$ cat config.mk
export PLATFORM = sky130hd
export DESIGN_NAME = uart_rx_param
export DESIGN_NICKNAME = d
export VERILOG_FILES = /design/src/rtl/uart_rx_param.sv
export SDC_FILE = /design/constraint.sdc
export NUM_CORES = 1
export LEC_CHECK = 0
export BUFFER_PORTS_ARGS = -buffer_cell sky130_fd_sc_hd__buf_4
export CORE_AREA = 10 10 75 77
export DETAILED_ROUTE_END_ITERATION = 7
export DIE_AREA = 0 0 85 87
export PLACE_DENSITY = 0.73
export SYNTH_ARGS = -nofsm -noshare
export SYNTH_HDL_FRONTEND = slang
export SYNTH_SLANG_ARGS = --single-unit
$ cat constraint.sdc
create_clock -name clk -period 2.5 [get_ports clk]
set_input_delay 0.5 -clock clk [delete_from_list [all_inputs] [get_ports clk]]
set_output_delay 0.5 -clock clk [all_outputs]
set_load 0.01 [all_outputs]
$ cat src/rtl/uart_rx_param.sv
// Parameterised UART receiver: 2-flop synchronised line, mid-bit 2-of-3 majority voting, optional parity, 1 or 2 stop bits.
// Latency: valid rises the cycle after the final stop bit's vote. One held frame; a frame completing while it is unacknowledged is dropped with an overrun pulse.
module uart_rx_param #(
  parameter int FCLK      = 100000000,
  parameter int BAUD      = 115200,
  parameter int DATA_W    = 8,
  parameter int PARITY    = 0,
  parameter int STOP_BITS = 1
) (
  input  logic              clk,
  input  logic              rst_n,
  input  logic              rx,
  input  logic              rd_ack,
  output logic [DATA_W-1:0] rx_data,
  output logic              valid,
  output logic              parity_err,
  output logic              frame_err,
  output logic              overrun,
  output logic              break_det,
  output logic              idle
);

  localparam int TICKS = FCLK / BAUD;
  localparam int MID   = (TICKS - 1) / 2;
  localparam int CW    = $clog2(TICKS);

  localparam logic [CW-1:0] C_RELOAD = CW'(TICKS - 1);
  localparam logic [CW-1:0] C_S1     = CW'(MID + 1);
  localparam logic [CW-1:0] C_S2     = CW'(MID);
  localparam logic [CW-1:0] C_DEC    = CW'(MID - 1);
  localparam logic [3:0]    C_LAST_DATA = 4'(DATA_W - 1);
  localparam logic [3:0]    C_LAST_STOP = 4'(STOP_BITS - 1);

  typedef enum logic [2:0] {
    S_IDLE,
    S_START,
    S_DATA,
    S_PAR,
    S_STOP,
    S_BRK
  } state_t;

  state_t            r_state;
  state_t            w_state_nxt;
  logic              r_rx_meta;
  logic              r_rxs;
  logic [CW-1:0]     r_cnt;
  logic              r_s1;
  logic              r_s2;
  logic [3:0]        r_bidx;
  logic [DATA_W-1:0] r_shift;
  logic              r_par_bit;
  logic              r_ferr_acc;

  logic [DATA_W-1:0] r_rx_data;
  logic              r_valid;
  logic              r_parity_err;
  logic              r_frame_err;
  logic              r_overrun;
  logic              r_break_det;

  logic w_maj;
  logic w_dec;
  logic w_end;
  logic w_cnt_load;
  logic w_shift_en;
  logic w_par_en;
  logic w_ferr_set;
  logic w_bidx_clr;
  logic w_bidx_inc;
  logic w_done;
  logic w_brk;
  logic w_brk_cond;
  logic w_perr;
  logic w_ferr;

  always_ff @(posedge clk or negedge rst_n) begin
    if (!rst_n) begin
      r_rx_meta <= 1'b1;
      r_rxs     <= 1'b1;
    end else begin
      r_rx_meta <= rx;
      r_rxs     <= r_rx_meta;
    end
  end

  assign w_maj = (r_s1 & r_s2) | (r_s1 & r_rxs) | (r_s2 & r_rxs);
  assign w_dec = (r_cnt == C_DEC);
  assign w_end = (r_cnt == '0);

  // Break needs every data bit, the parity bit (if any) and the first stop bit low.
  assign w_brk_cond = !w_maj && (r_shift == '0) && ((PARITY == 0) || !r_par_bit);
  assign w_ferr     = r_ferr_acc | !w_maj;

  always_comb begin
    w_perr = 1'b0;
    if (PARITY == 1) begin
      w_perr = r_par_bit ^ (^r_shift);
    end else if (PARITY == 2) begin
      w_perr = r_par_bit ^ ~(^r_shift);
    end
  end

  always_ff @(posedge clk or negedge rst_n) begin
    if (!rst_n) begin
      r_state <= S_IDLE;
    end else begin
      r_state <= w_state_nxt;
    end
  end

  always_comb begin
    w_state_nxt = r_state;
    w_cnt_load  = 1'b0;
    w_shift_en  = 1'b0;
    w_par_en    = 1'b0;
    w_ferr_set  = 1'b0;
    w_bidx_clr  = 1'b0;
    w_bidx_inc  = 1'b0;
    w_done      = 1'b0;
    w_brk       = 1'b0;
    case (r_state)
      S_IDLE: begin
        w_cnt_load = 1'b1;
        w_bidx_clr = 1'b1;
        if (!r_rxs) begin
          w_state_nxt = S_START;
        end
      end
      S_START: begin
        if (w_dec && w_maj) begin
          w_state_nxt = S_IDLE;
          w_cnt_load  = 1'b1;
        end else if (w_end) begin
          w_state_nxt = S_DATA;
          w_cnt_load  = 1'b1;
        end
      end
      S_DATA: begin
        w_shift_en = w_dec;
        if (w_end) begin
          w_cnt_load = 1'b1;
          if (r_bidx == C_LAST_DATA) begin
            w_bidx_clr  = 1'b1;
            w_state_nxt = (PARITY != 0) ? S_PAR : S_STOP;
          end else begin
            w_bidx_inc = 1'b1;
          end
        end
      end
      S_PAR: begin
        w_par_en = w_dec;
        if (w_end) begin
          w_cnt_load  = 1'b1;
          w_state_nxt = S_STOP;
        end
      end
      S_STOP: begin
        if (w_dec) begin
          w_ferr_set = !w_maj;
          if ((r_bidx == 4'd0) && w_brk_cond) begin
            w_brk       = 1'b1;
            w_state_nxt = S_BRK;
          end else if (r_bidx == C_LAST_STOP) begin
            w_done      = 1'b1;
            w_cnt_load  = 1'b1;
            w_state_nxt = S_IDLE;
          end
        end else if (w_end) begin
          w_cnt_load = 1'b1;
          w_bidx_inc = 1'b1;
        end
      end
      S_BRK: begin
        w_cnt_load = 1'b1;
        if (r_rxs) begin
          w_state_nxt = S_IDLE;
        end
      end
      default: begin
        w_state_nxt = S_IDLE;
        w_cnt_load  = 1'b1;
      end
    endcase
  end

  always_ff @(posedge clk or negedge rst_n) begin
    if (!rst_n) begin
      r_cnt      <= C_RELOAD;
      r_s1       <= 1'b1;
      r_s2       <= 1'b1;
      r_bidx     <= 4'd0;
      r_shift    <= '0;
      r_par_bit  <= 1'b0;
      r_ferr_acc <= 1'b0;
    end else begin
      if (w_cnt_load) begin
        r_cnt <= C_RELOAD;
      end else if (r_cnt != '0) begin
        r_cnt <= r_cnt - CW'(1);
      end
      if (r_cnt == C_S1) begin
        r_s1 <= r_rxs;
      end
      if (r_cnt == C_S2) begin
        r_s2 <= r_rxs;
      end
      if (w_bidx_clr) begin
        r_bidx <= 4'd0;
      end else if (w_bidx_inc) begin
        r_bidx <= r_bidx + 4'd1;
      end
      if (w_shift_en) begin
        r_shift <= {w_maj, r_shift[DATA_W-1:1]};
      end
      if (w_par_en) begin
        r_par_bit <= w_maj;
      end
      if (r_state == S_IDLE) begin
        r_ferr_acc <= 1'b0;
      end else if (w_ferr_set) begin
        r_ferr_acc <= 1'b1;
      end
    end
  end

  // A completion coinciding with rd_ack replaces the held word rather than overrunning.
  always_ff @(posedge clk or negedge rst_n) begin
    if (!rst_n) begin
      r_rx_data    <= '0;
      r_valid      <= 1'b0;
      r_parity_err <= 1'b0;
      r_frame_err  <= 1'b0;
      r_overrun    <= 1'b0;
      r_break_det  <= 1'b0;
    end else begin
      r_overrun   <= 1'b0;
      r_break_det <= w_brk;
      if (w_done) begin
        if (!r_valid || rd_ack) begin
          r_rx_data    <= r_shift;
          r_parity_err <= w_perr;
          r_frame_err  <= w_ferr;
          r_valid      <= 1'b1;
        end else begin
          r_overrun <= 1'b1;
        end
      end else if (rd_ack && r_valid) begin
        r_valid <= 1'b0;
      end
    end
  end

  assign rx_data    = r_rx_data;
  assign valid      = r_valid;
  assign parity_err = r_parity_err;
  assign frame_err  = r_frame_err;
  assign overrun    = r_overrun;
  assign break_det  = r_break_det;
  assign idle       = (r_state == S_IDLE);

endmodule

## Word level (Yosys, flattened, before mapping)

Index checks and enable logic that the tools add are counted.

- Add/sub/neg operators: 2
- $mul: 0
- Div/mod/pow operators: 0
- Order comparisons: 0
- Eq/ne operators: 18
- Shift-type cells: 0
- Muxes and demuxes: 43
- Bitwise logic cells: 6
- Reductions and logical operators: 20

Operators with widths:

| kind | count |
|---|---|
| $eq 10x9->1 const B | 3 |
| $mux 3 | 10 |
| $mux 1 | 25 |
| $mux 10 | 2 |
| $pmux 3 s6 | 1 |
| $ne 2x2->1 const B | 6 |
| $logic_not 10->1 | 1 |
| $reduce_bool 10->1 | 1 |
| $sub 10x1->10 const B | 1 |
| $logic_not 8->1 | 1 |
| $mux 4 | 2 |
| $reduce_and 8->1 | 1 |
| $reduce_bool 2->1 | 4 |
| $eq 3x2->1 const B | 2 |
| $eq 3x3->1 const B | 2 |
| $ne 3x3->1 const B | 2 |
| $add 4x1->4 const B | 1 |
| $eq 4x3->1 const B | 1 |
| $logic_and 1x1->1 | 4 |
| $logic_not 4->1 | 1 |
| $pmux 1 s2 | 2 |
| $reduce_and 2->1 | 2 |
| $and 1x1->1 | 3 |
| $eq 3x1->1 const B | 1 |
| other kinds (7) | 10 |

- Register bits after elaboration: 42
- Bits in latches: 0
- RAM bits: 0
- Memory bits (read-only): 0
- Input port bits: 4
- Word-level logic and storage cells: 103
- Memories: 0

## Longest topological paths before layout

Gate-level depths: netlist of the first run.

- Depth after elaboration: 11
- Mapped depth: 9
- Depth with buffers taken out: 7

## Worst setup path before layout of the first run

No wires, ideal clock.

- Kind: register to register
- Start point: register r_cnt[0]
- End point: register r_state[0]
- Arrival: 2,343 ps
- Data required time: 2,375 ps
- Setup slack: 32 ps
- Cell stages (with the launch flop): 9
- Buffers on the path: 1
- Clock period less this slack: 2,468 ps
- Cell sequence: dfstp_2 -> inv_1 -> ha_1 -> or3b_2 -> or4_1 -> buf_6 -> o21ai_4 -> o221a_4 -> mux2_4

- Cells in the longest elaborated chain, start to end: 4
- Elaborated cells on any way between the ends: 10
- Those cells by class: eq/ne: 5; mux: 2; reduce/logical: 3

RTL lines:

| element | RTL line | text |
|---|---|---|
| from (decl) | 47 | `logic [CW-1:0] r_cnt;` |
| from (signal assigned) | 200 | `r_cnt <= r_cnt - CW'(1);` |
| $eq 10x9->1 | 88 | `assign w_dec = (r_cnt == C_DEC);` |
| $logic_and 1x1->1 | 131 | `if (w_dec && w_maj) begin` |
| $ne 3x3->1 (no source line) / $mux 3 (equally long branches) | -- |  |
| $reduce_and 8->1 (no source line) / $pmux 3 s6 (equally long branches) | -- |  |
| to (signal assigned) | 108 | `r_state <= w_state_nxt;` |
| to (decl) | 43 | `state_t r_state;` |

Parallel ways exist; a longest one is shown, timed or not.
A chain may end at the register's enable or synchronous reset.

## Worst setup path after layout of the first run

- Start point: register r_cnt[0]
- End point: register r_bidx[3]

- Cells in the longest elaborated chain, start to end: 5
- Elaborated cells on any way between the ends: 10
- Those cells by class: eq/ne: 1; mux: 7; reduce/logical: 2

RTL lines:

| element | RTL line | text |
|---|---|---|
| $logic_not 10->1 | 89 | `assign w_end = (r_cnt == '0);` |
| $mux 1 | 169 | `end else if (w_end) begin` |
| $mux 1 | 159 | `if (w_dec) begin` |
| $pmux 1 s2 | 122 | `case (r_state)` |
| $reduce_bool 2->1 (no source line) | -- |  |
| to (signal assigned) | 211 | `r_bidx <= r_bidx + 4'd1;` |
| to (decl) | 50 | `logic [3:0] r_bidx;` |

Parallel ways exist; a longest one is shown, timed or not.

==> run_results.csv, run 1 <==
group,metric,value,unit
final_layout,area_growth,13.6,%
sta,skew,0.00397,ns
clocking,worstSkewPairLatency,0.29,ns
global_routing,antenna_found_initial,0,
run_status,status,"finished, final reports clean",
clocking,tritoncts,"yes",
routing,viasPerCell,5.62,
global_routing,grt_overflow,0,
setup_path,path_cells,"inv_1, ha_2, or3b_4, or4_4, buf_4, nor4_4, xnor2_1, nor2_1",
floorplan,core_area,4230,sq um
setup_path,cp-start-kind,"register",
power_and_ir_drop,peakVddDrop,0.000260,V
logic_synthesis,async_flop_share,100,%
logic_synthesis,synth_edf_count,0,
sta,worst_slack,0.177,ns
final_layout,drive_above_1_share,33.0,%
setup_path,crit_required,2.67,ns
sta,rsz0062_at_grt,"false",
logic_synthesis,synth.top_cells.by_area,"dfrtp_1 38%, dfstp_2 12%, mux2_2 6.9%",
routing,wl_per_cell,15.3,um
clocking,worst_setup_hold_path_clk_slew,0.08,ns
setup_path,critical_path_class,"register to register",
global_routing,grt_pass1_wl,6.75,mm
logic_synthesis,ys_warn_count,0,
place,place_congestion,0.843,
routing,firstDrtPassIters,4,
final_layout,n_antenna_cell,0,
sta,relSlewSlack,62.1,%
power_and_ir_drop,power.leakage,1.14,nW
sta,setup_viol,0,
flow_run,cap_violations,0,
sta,finalMaxSlewViolations,0,
place,placed_area,2290,sq um
logic_synthesis,ys_ff_latch,42,
logic_synthesis,ys_types,53,
routing,vias,1450,
hold_path,min_path_type,"input pin to async pin",
clocking,clockBufferDepth,2,
setup_path,critPathSlowestCell,"or4_4",
floorplan,rows,24,
final_layout,fin_nets,215,
sta,min_period,2.32,ns
setup_path,worst-path-buf-inv,2,
place,dp_hpwl,2.88,mm
clocking,cts_buffers,5,
logic_synthesis,synth_top_area_cell,"dfrtp_1",
clocking,root_buffer,"clkbuf_8",
floorplan,initial_core_util,50.1,%
setup_path,end_kind,"register",
logic_synthesis,synth_top_area_share,37.7,%
floorplan,io_pins,18,
routing,drcViolationCount,0,
routing,ant_nets,0,
routing,drt-total-wl,3.95,mm
global_routing,grt_pass1_vias,1459,
logic_synthesis,avgSynthCellArea,11.4,sq um
power_and_ir_drop,powerDensity,477,nW/um^2
clocking,hold_buffers,0,
sta,tightest_slew,0.568,ns
global_routing,grt_max_degree,43,
logic_synthesis,synth-main-ff-cell,"dfrtp_1",
floorplan,dieArea,7400,sq um
place,place_ws,-0.00915,ns
logic_synthesis,ys_seq_area_share,50.1,%
routing,drt_iter0_drc,90,
sta,post-route-period-util,92.9,%
setup_path,crit_fanout,5,
logic_synthesis,netlist_top_cells_count,"32 x dfrtp_1, 14 x nor2_1, 13 x mux2_2",
clocking,cts.sinks,42,
logic_synthesis,yosysMostFrequentCell,"dfrtp_1",
floorplan,die_h,87,um
logic_synthesis,postSynthCellCount,186,
logic_synthesis,syn-num-nets,196,
floorplan,dieWidth,85,um
final_layout,final_area,2410,sq um
setup_path,cp-startpoint,"r_cnt[0]",
sta,hold_viol_final,0,
place,portBuffers,16,
setup_path,max_stage_delay,0.51,ns
setup_path,r2r_start,"r_cnt[0]",
setup_path,path_delay_family,"simple AND/OR/NAND/NOR gates",
clocking,htreeDepth,2,
global_routing,grtUsageTotal,11.2,%
sta,max_freq,430,MHz
setup_path,worstPathArrival,2.50,ns
logic_synthesis,netlist_area,2120,sq um
==> cell usage in the layout, fill, tap and decap left out, types with 3 or more instances in the layout <==
cell | synthesis | routed
a21oi_1 | 7 | 7
buf_4 | 1 | 22
clkbuf_8 | 0 | 6
dfrtp_1 | 32 | 32
dfstp_2 | 10 | 10
ha_1 | 6 | 5
inv_1 | 5 | 4
mux2_1 | 5 | 5
mux2_2 | 13 | 13
nand2_1 | 11 | 11
nand3_1 | 6 | 6
nor2_1 | 14 | 14
nor2b_1 | 4 | 4
nor3_1 | 8 | 8
nor4_1 | 5 | 4
or4_1 | 4 | 3
xnor2_1 | 6 | 6
==> worst paths after layout <==
path / end / slack, ns / cells past startpoint
setup / recovery: r_bidx[3] / 0.18 / 8
hold / removal: rx_data[2] / 0.17 / 1
setup reg to reg: r_bidx[3] / 0.18 / 8
hold reg to reg: r_rxs / 0.36 / 0
max in group asynchronous: r_cnt[9] / 1.95 / 1
min in group clk: r_rx_meta / 0.31 / 1
==> sequential cells by signal, indices dropped and copies added (netlist names) <==
name / count
overrun: 1
valid: 1
r_rx_meta: 1
r_s1: 1
r_shift: 8
rx_data: 8
r_rxs: 1
r_s2: 1
r_bidx: 4
break_det: 1
frame_err: 1
r_ferr_acc: 1
r_state: 3
r_cnt: 10
==> final cells by class <==
cell class	count	area [sq um]
flip-flops and latches	42	1060
clock inverters	2	12.5
well taps	52	65.1
repair buffers	22	165
inverters	5	18.8
fillers	374	1820
clock buffers	6	82.6
multi-input cells	129	1000
==> repair_timing <==
| action | in CTS | in global routing |
|---|---|---|
| resized for setup | 2 | 4 |
| setup endpoints to repair | 3 | 16 |
| gates cloned | 0 | 0 |
| setup buffers | 0 | 0 |
| pin swaps | 0 | 0 |
==> through the flow <==
stage                     total power [mW]  std cells  utilization [%]  hold WS (ns)  setup TNS (ns)
after global placement               0.714        250             54.2         0.347               0
after detailed placement             0.715        250             54.2         0.347        -0.00915
after floorplan                      0.698        186                -         0.204               0
after CTS                             1.17        258             56.7         0.190               0
after global routing                  1.20        258             56.9         0.210               0
final                                 1.15        258             56.9         0.168               0
==> kinds of logic after synthesis <==
logic type | after synthesis | share of synthesized area [%]
XOR/XNOR | 6 | 2.47
other | 1 | 0.177
buffers and inverters | 15 | 3.65
AO/OA/AOI/OAI | 20 | 7.13
adder cells (fa/ha/maj) | 7 | 4.01
flip-flops | 42 | 50.1
multiplexers | 22 | 11.9
AND/OR/NAND/NOR | 73 | 20.6
==> routing by layer <==
layer / routed length, um / GRT usage (%) / vias to the layer above
li1: - / - / 699
met1: 1700 / 12.6 / 720
met2: 1990 / 18.8 / 23
met3: 184 / 3.84 / 8
met4: 66 / 4.79 / 0
met5: 0 / 0 / -
==> report_power, final <==
group,internal [mW],switching [mW],total [mW],leakage [nW]
clock network,0.222,0.229,0.451,0.0472
logic,0.00325,0.0134,0.0167,0.556
registers,0.682,0.00128,0.684,0.541
==> worst reg2reg max path, cell delays in order (launching register included) <==
cell and delay [ns]:
dfstp_2 0.39, inv_1 0.08, ha_2 0.18, or3b_4 0.39
or4_4 0.51, buf_4 0.19, nor4_4 0.27, xnor2_1 0.15
nor2_1 0.05
No activity file was read; power rests on OpenSTA's default activity.
==> run 2: changes to the inputs <==
--- a/config.mk
+++ b/config.mk
@@ -7,6 +7,7 @@
 export LEC_CHECK = 0
 export BUFFER_PORTS_ARGS = -buffer_cell sky130_fd_sc_hd__buf_4
 export CORE_AREA = 10 10 75 77
+export CTS_BUF_LIST = sky130_fd_sc_hd__clkbuf_16
 export DETAILED_ROUTE_END_ITERATION = 7
 export DIE_AREA = 0 0 85 87
 export PLACE_DENSITY = 0.73
==> run 2 against run 1 <==
  * Cell count unchanged
  * Sequential cell count unchanged
  * Maximum frequency down 0.18%
  * First-iteration DRC count down 7.8%
  * Combinational power about the same
  * Utilization up 1.1 points
  * Largest power group unchanged
==> run_results.csv, run 2 (synthesis gave the netlist of run 1 again) <==
group,metric,value,unit
floorplan,initial_core_util,50.1,%
sta,finalMaxSlewViolations,0,
place,place_congestion,0.843,
final_layout,area_growth,15.7,%
floorplan,io_pins,18,
setup_path,end_kind,"register",
setup_path,worstPathArrival,2.49,ns
setup_path,crit_fanout,4,
global_routing,grt_pass1_wl,6.73,mm
power_and_ir_drop,powerDensity,536,nW/um^2
final_layout,n_antenna_cell,0,
setup_path,crit_required,2.67,ns
floorplan,core_area,4230,sq um
final_layout,top_register,"r_cnt",
sta,rsz0062_at_grt,"false",
clocking,cts_setup_buffers,0,
global_routing,grt_pass1_vias,1491,
place,dp_hpwl,2.88,mm
clocking,htreeDepth,2,
global_routing,grtUsageTotal,11.2,%
floorplan,dieArea,7400,sq um
power_and_ir_drop,peakVddDrop,0.000326,V
sta,skew,0.00364,ns
routing,maxUsedRoutingLayer,"met4",
clocking,clockBufferDepth,2,
routing,drcViolationCount,0,
clocking,worstSkewPairLatency,0.28,ns
run_status,status,"finished, final reports clean",
global_routing,grt_overflow,0,
sta,relSlewSlack,63.4,%
sta,setup_viol,0,
clocking,cts_buffers,5,
flow_run,cap_violations,0,
floorplan,dieWidth,85,um
clocking,root_buffer,"clkbuf_16",
global_routing,antenna_found_initial,0,
routing,m1WireLength,1.69,mm
routing,viasPerCell,5.64,
sta,finalSetupTns,0,ns
setup_path,cp-start-kind,"register",
final_layout,fin_nets,215,
routing,firstDrtPassIters,4,
routing,drt_iter0_drc,83,
floorplan,rows,24,
sta,min_period,2.33,ns
final_layout,post-route-util,58.0,%
routing,dr_wl_met2,1.97,mm
global_routing,grt_max_degree,43,
setup_path,r2r_start,"r_cnt[0]",
final_layout,layout_common_cells,"32 x dfrtp_1, 22 x buf_4, 14 x nor2_1",
sta,tightest_slew,0.548,ns
final_layout,final_common_cell,"dfrtp_1",
setup_path,cp-startpoint,"r_cnt[0]",
sta,max_freq,430,MHz
setup_path,critical_path_class,"register to register",
routing,vias,1456,
routing,wl_met3,211,um
power_and_ir_drop,power.leakage,1.16,nW
place,portBuffers,16,
floorplan,die_h,87,um
routing,ant_nets,0,
clocking,tritoncts,"yes",
sta,hold_viol_final,0,
clocking,cts.sinks,42,
routing,drt-total-wl,3.94,mm
hold_path,min_path_type,"input pin to async pin",
routing,wl_per_cell,15.3,um
sta,post-route-period-util,93.1,%
power_and_ir_drop,power,1.32,mW
final_layout,largest_register_ffs,10,
clocking,worst_setup_hold_path_clk_slew,0.06,ns
final_layout,drive_above_1_share,32.5,%
-- run 2: cell types whose count changed in the layout (fill, tap and decap cells not counted), sizes merged --
cell and change:
clkinv +1, clkbuf -1
-- run 2: worst max-delay path: stages, from the launching register on --
cell	delay (ns)
dfstp_2	0.38
inv_1	0.08
ha_2	0.18
or3b_4	0.39
or4_4	0.51
o21ai_4	0.17
o221a_4	0.21
mux2_4	0.30
-- run 2: final timing paths --
check / depth (start not counted) / endpoint / slack (ns)
max: 7 / r_state[2] / 0.17
min: 1 / rx_data[2] / 0.19
max reg2reg: 7 / r_state[2] / 0.17
min reg2reg: 0 / r_rxs / 0.35
max in group asynchronous: 1 / r_cnt[8] / 1.94
min in group clk: 1 / r_rx_meta / 0.32
-- run 2: area by class of cell --
class	count	area [sq um]
Clock buffer	5	125
Multi-Input combinational cell	129	1000
Sequential cell	42	1060
Timing Repair Buffer	22	165
Fill cell	367	1780
Inverter	5	18.8
Tap cell	52	65.1
Clock inverter	3	16.3
-- run 2: repair_timing --
action | 4_1_cts | 5_1_grt
setup endpoints to repair | 2 | 16
hold buffers | 0 | 0
gates resized for setup | 2 | 4
-- run 2: per-layer routing --
layer,GRT usage [%],up-vias
met5,0,-
met4,4.79,0
met2,18.9,31
met1,12.4,718
met3,4.12,8
li1,-,699
-- run 2: power by group --
group	total (mW)	leakage, nW	internal (mW)	switching [mW]
sequential	0.685	0.541	0.684	0.00127
combinational	0.0167	0.556	0.00325	0.0134
clock	0.615	0.0672	0.364	0.251
total	1.32	1.16	1.05	0.266
-- run 2: per-stage QoR --
stage | instances | cell area [sq um] | setup WS (ns) | hold slack, ns
3_3_place_gp | 250 | 2290 | 0.0781 | 0.347
5_1_grt | 258 | 2460 | 0.0387 | 0.238
2_1_floorplan | 186 | 2120 | 0.0316 | 0.204
4_1_cts | 258 | 2450 | 0.0414 | 0.213
6_report | 258 | 2460 | 0.173 | 0.187
3_5_place_dp | 250 | 2290 | -0.00915 | 0.347
==> run 3: changes to the inputs <==
==> constraint.sdc (replaced) <==
create_clock -name clk -period 2.5 [get_ports clk]
set_input_delay 0 -clock clk [delete_from_list [all_inputs] [get_ports clk]]
set_output_delay 0 -clock clk [all_outputs]
set_load 0.01 [all_outputs]
==> run 3 against run 2 <==
  * Combinational power up 15%
  * Maximum frequency is essentially flat
  * Hold slack worse by 0.18 ns
  * Worst setup slack got worse by 0.00077 ns
  * Sequential share of layout area shrank 0.35 points
  * Critical path depth is the same
  * Power grew 0.19%
  * Clock-buffer cell count unchanged
  * Critical endpoint unchanged
==> run_results.csv, run 3 (synthesis gave the netlist of run 1 again) <==
group,metric,value,unit
hold_path,min_path_type,"input pin to register",
setup_path,cp-start-kind,"register",
global_routing,grt_overflow,0,
clocking,cts_setup_buffers,0,
place,place_ws,-0.00915,ns
floorplan,initial_core_util,50.1,%
clocking,htreeDepth,2,
setup_path,reg2reg_slack,0.17,ns
routing,drt-total-wl,3.95,mm
place,placed_area,2290,sq um
clocking,root_buffer,"clkbuf_16",
hold_path,min_path_cells,3,
clocking,worstSkewPairLatency,0.28,ns
sta,max_freq,430,MHz
flow_run,cap_violations,0,
final_layout,seqCellArea,1060,sq um
floorplan,dieArea,7400,sq um
sta,tightest_slew,0.548,ns
routing,wl_per_cell,15.2,um
sta,relSlewSlack,63.4,%
final_layout,layout_common_cells,"32 x dfrtp_1, 22 x buf_4, 14 x nor2_1",
power_and_ir_drop,p_seq_share,51.9,%
floorplan,dieWidth,85,um
power_and_ir_drop,peakVddDrop,0.000326,V
routing,viasPerCell,5.63,
routing,ant_nets,0,
setup_path,worstPathArrival,2.49,ns
power_and_ir_drop,switchingPower,266,uW
setup_path,end_kind,"register",
sta,setup_viol,0,
power_and_ir_drop,powerDensity,532,nW/um^2
hold_path,min_to,"overrun",
final_layout,largest_register_ffs,10,
final_layout,final_area,2480,sq um
final_layout,multi_input_area,1000,sq um
final_layout,final_common_cell,"dfrtp_1",
hold_path,min-delay-start,"rd_ack",
clocking,tritoncts,"yes",
sta,worst_slack,0.172,ns
global_routing,antenna_found_initial,0,
global_routing,grtUsageTotal,11.2,%
global_routing,grt_pass1_wl,6.75,mm
routing,vias,1464,
global_routing,grt_max_degree,43,
setup_path,crit_fanout,4,
setup_path,r2r_end,"r_state[2]",
routing,drcViolationCount,0,
clocking,worst_setup_hold_path_clk_slew,0.06,ns
sta,hold_viol_final,0,
sta,post-route-period-util,93.1,%
routing,drt_iter0_drc,91,
power_and_ir_drop,power.leakage,1.17,nW
final_layout,n_antenna_cell,0,
final_layout,stdcell_count,260,
place,dp.cells,250,
floorplan,core_area,4230,sq um
power_and_ir_drop,p_int,1.05,mW
place,portBuffers,16,
sta,min_period,2.33,ns
final_layout,drive_above_1_share,32.2,%
power_and_ir_drop,p_clk_share,46.6,%
floorplan,die_h,87,um
final_layout,fillCellCount,365,
clocking,cts.sinks,42,
sta,rsz0062_at_grt,"false",
setup_path,crit_required,2.67,ns
routing,firstDrtPassIters,4,
setup_path,reg2regPathDepth,7,
sta,skew,0.00364,ns
sta,finalMaxSlewViolations,0,
global_routing,grt_pass1_vias,1503,
setup_path,critical_path_class,"register to register",
sta,finalSetupTns,0,ns
power_and_ir_drop,sw_frac_of_total,20.2,%
floorplan,rows,24,
power_and_ir_drop,p_comb_share,1.5,%
place,place_congestion,0.843,
final_layout,fin_nets,217,
run_status,status,"finished, final reports clean",
final_layout,top_register,"r_cnt",
final_layout,area_growth,16.7,%
clocking,cts_buffers,5,
place,dp_hpwl,2.88,mm
setup_path,r2r_start,"r_cnt[0]",
floorplan,io_pins,18,
clocking,clockBufferDepth,2,
-- run 3: per-stage QoR --
step           utilization [%]  hold slack (ns)  total power, mW
2_1_floorplan                -           -0.296            0.698
3_3_place_gp              54.2          0.00307            0.714
3_5_place_dp              54.2           0.0188            0.715
4_1_cts                   58.2          0.00695             1.34
5_1_grt                   58.5           0.0133             1.37
6_report                  58.5          0.00406             1.32
-- run 3: cell type report --
cell class	instances	share of cell area (%)
multi-input cells	129	40.5
clock inverters	3	0.657
well taps	52	2.63
flip-flops and latches	42	42.9
clock buffers	5	5.05
repair buffers	24	7.47
inverters	5	0.758
-- run 3: worst max-delay path by stage --
stage | start | end | slack [ns]
floorplan | r_cnt[0] | r_state[0] | 0.03
global placement | r_cnt[1] | r_bidx[1] | 0.08
detailed placement | r_cnt[1] | r_bidx[1] | -0.009
CTS | r_cnt[1] | r_state[2] | 0.04
global route | r_cnt[0] | r_bidx[3] | 0.04
finish | r_cnt[0] | r_state[2] | 0.17
-- run 3: repair_timing --
| item | 4_1_cts | 5_1_grt |
|---|---|---|
| hold buffers | 2 | 0 |
| setup endpoints to repair | 2 | 16 |
| gates resized for setup | 2 | 4 |
| hold endpoints to repair | 33 | 0 |
-- run 3: power groups by stage --
| stage | sequential [mW] | clock (mW) | combinational (mW) |
|---|---|---|---|
| after CTS | 0.685 | 0.632 | 0.0205 |
| after global placement | 0.697 | 0 | 0.0171 |
| after global routing | 0.685 | 0.659 | 0.0227 |
| final | 0.685 | 0.615 | 0.0192 |
| after floorplan | 0.696 | 0 | 0.00210 |
| after detailed placement | 0.697 | 0 | 0.0180 |
-- run 3: critical path: stages, from the launching register on --
cell     delay [ns]
dfstp_2        0.38
inv_1          0.08
ha_2           0.18
or3b_4         0.39
or4_4          0.51
o21ai_4        0.17
o221a_4        0.21
mux2_4         0.30
-- run 3: metal layers --
metal | part of all wire [%] | wire length [um] | GRT usage (%) | vias to the layer above
met5 | 0 | 0 | 0 | -
met4 | 1.8 | 72 | 4.79 | 0
met1 | 43 | 1690 | 12.5 | 722
met3 | 5.2 | 207 | 4.12 | 8
met2 | 50 | 1980 | 18.9 | 31
li1 | - | - | - | 703
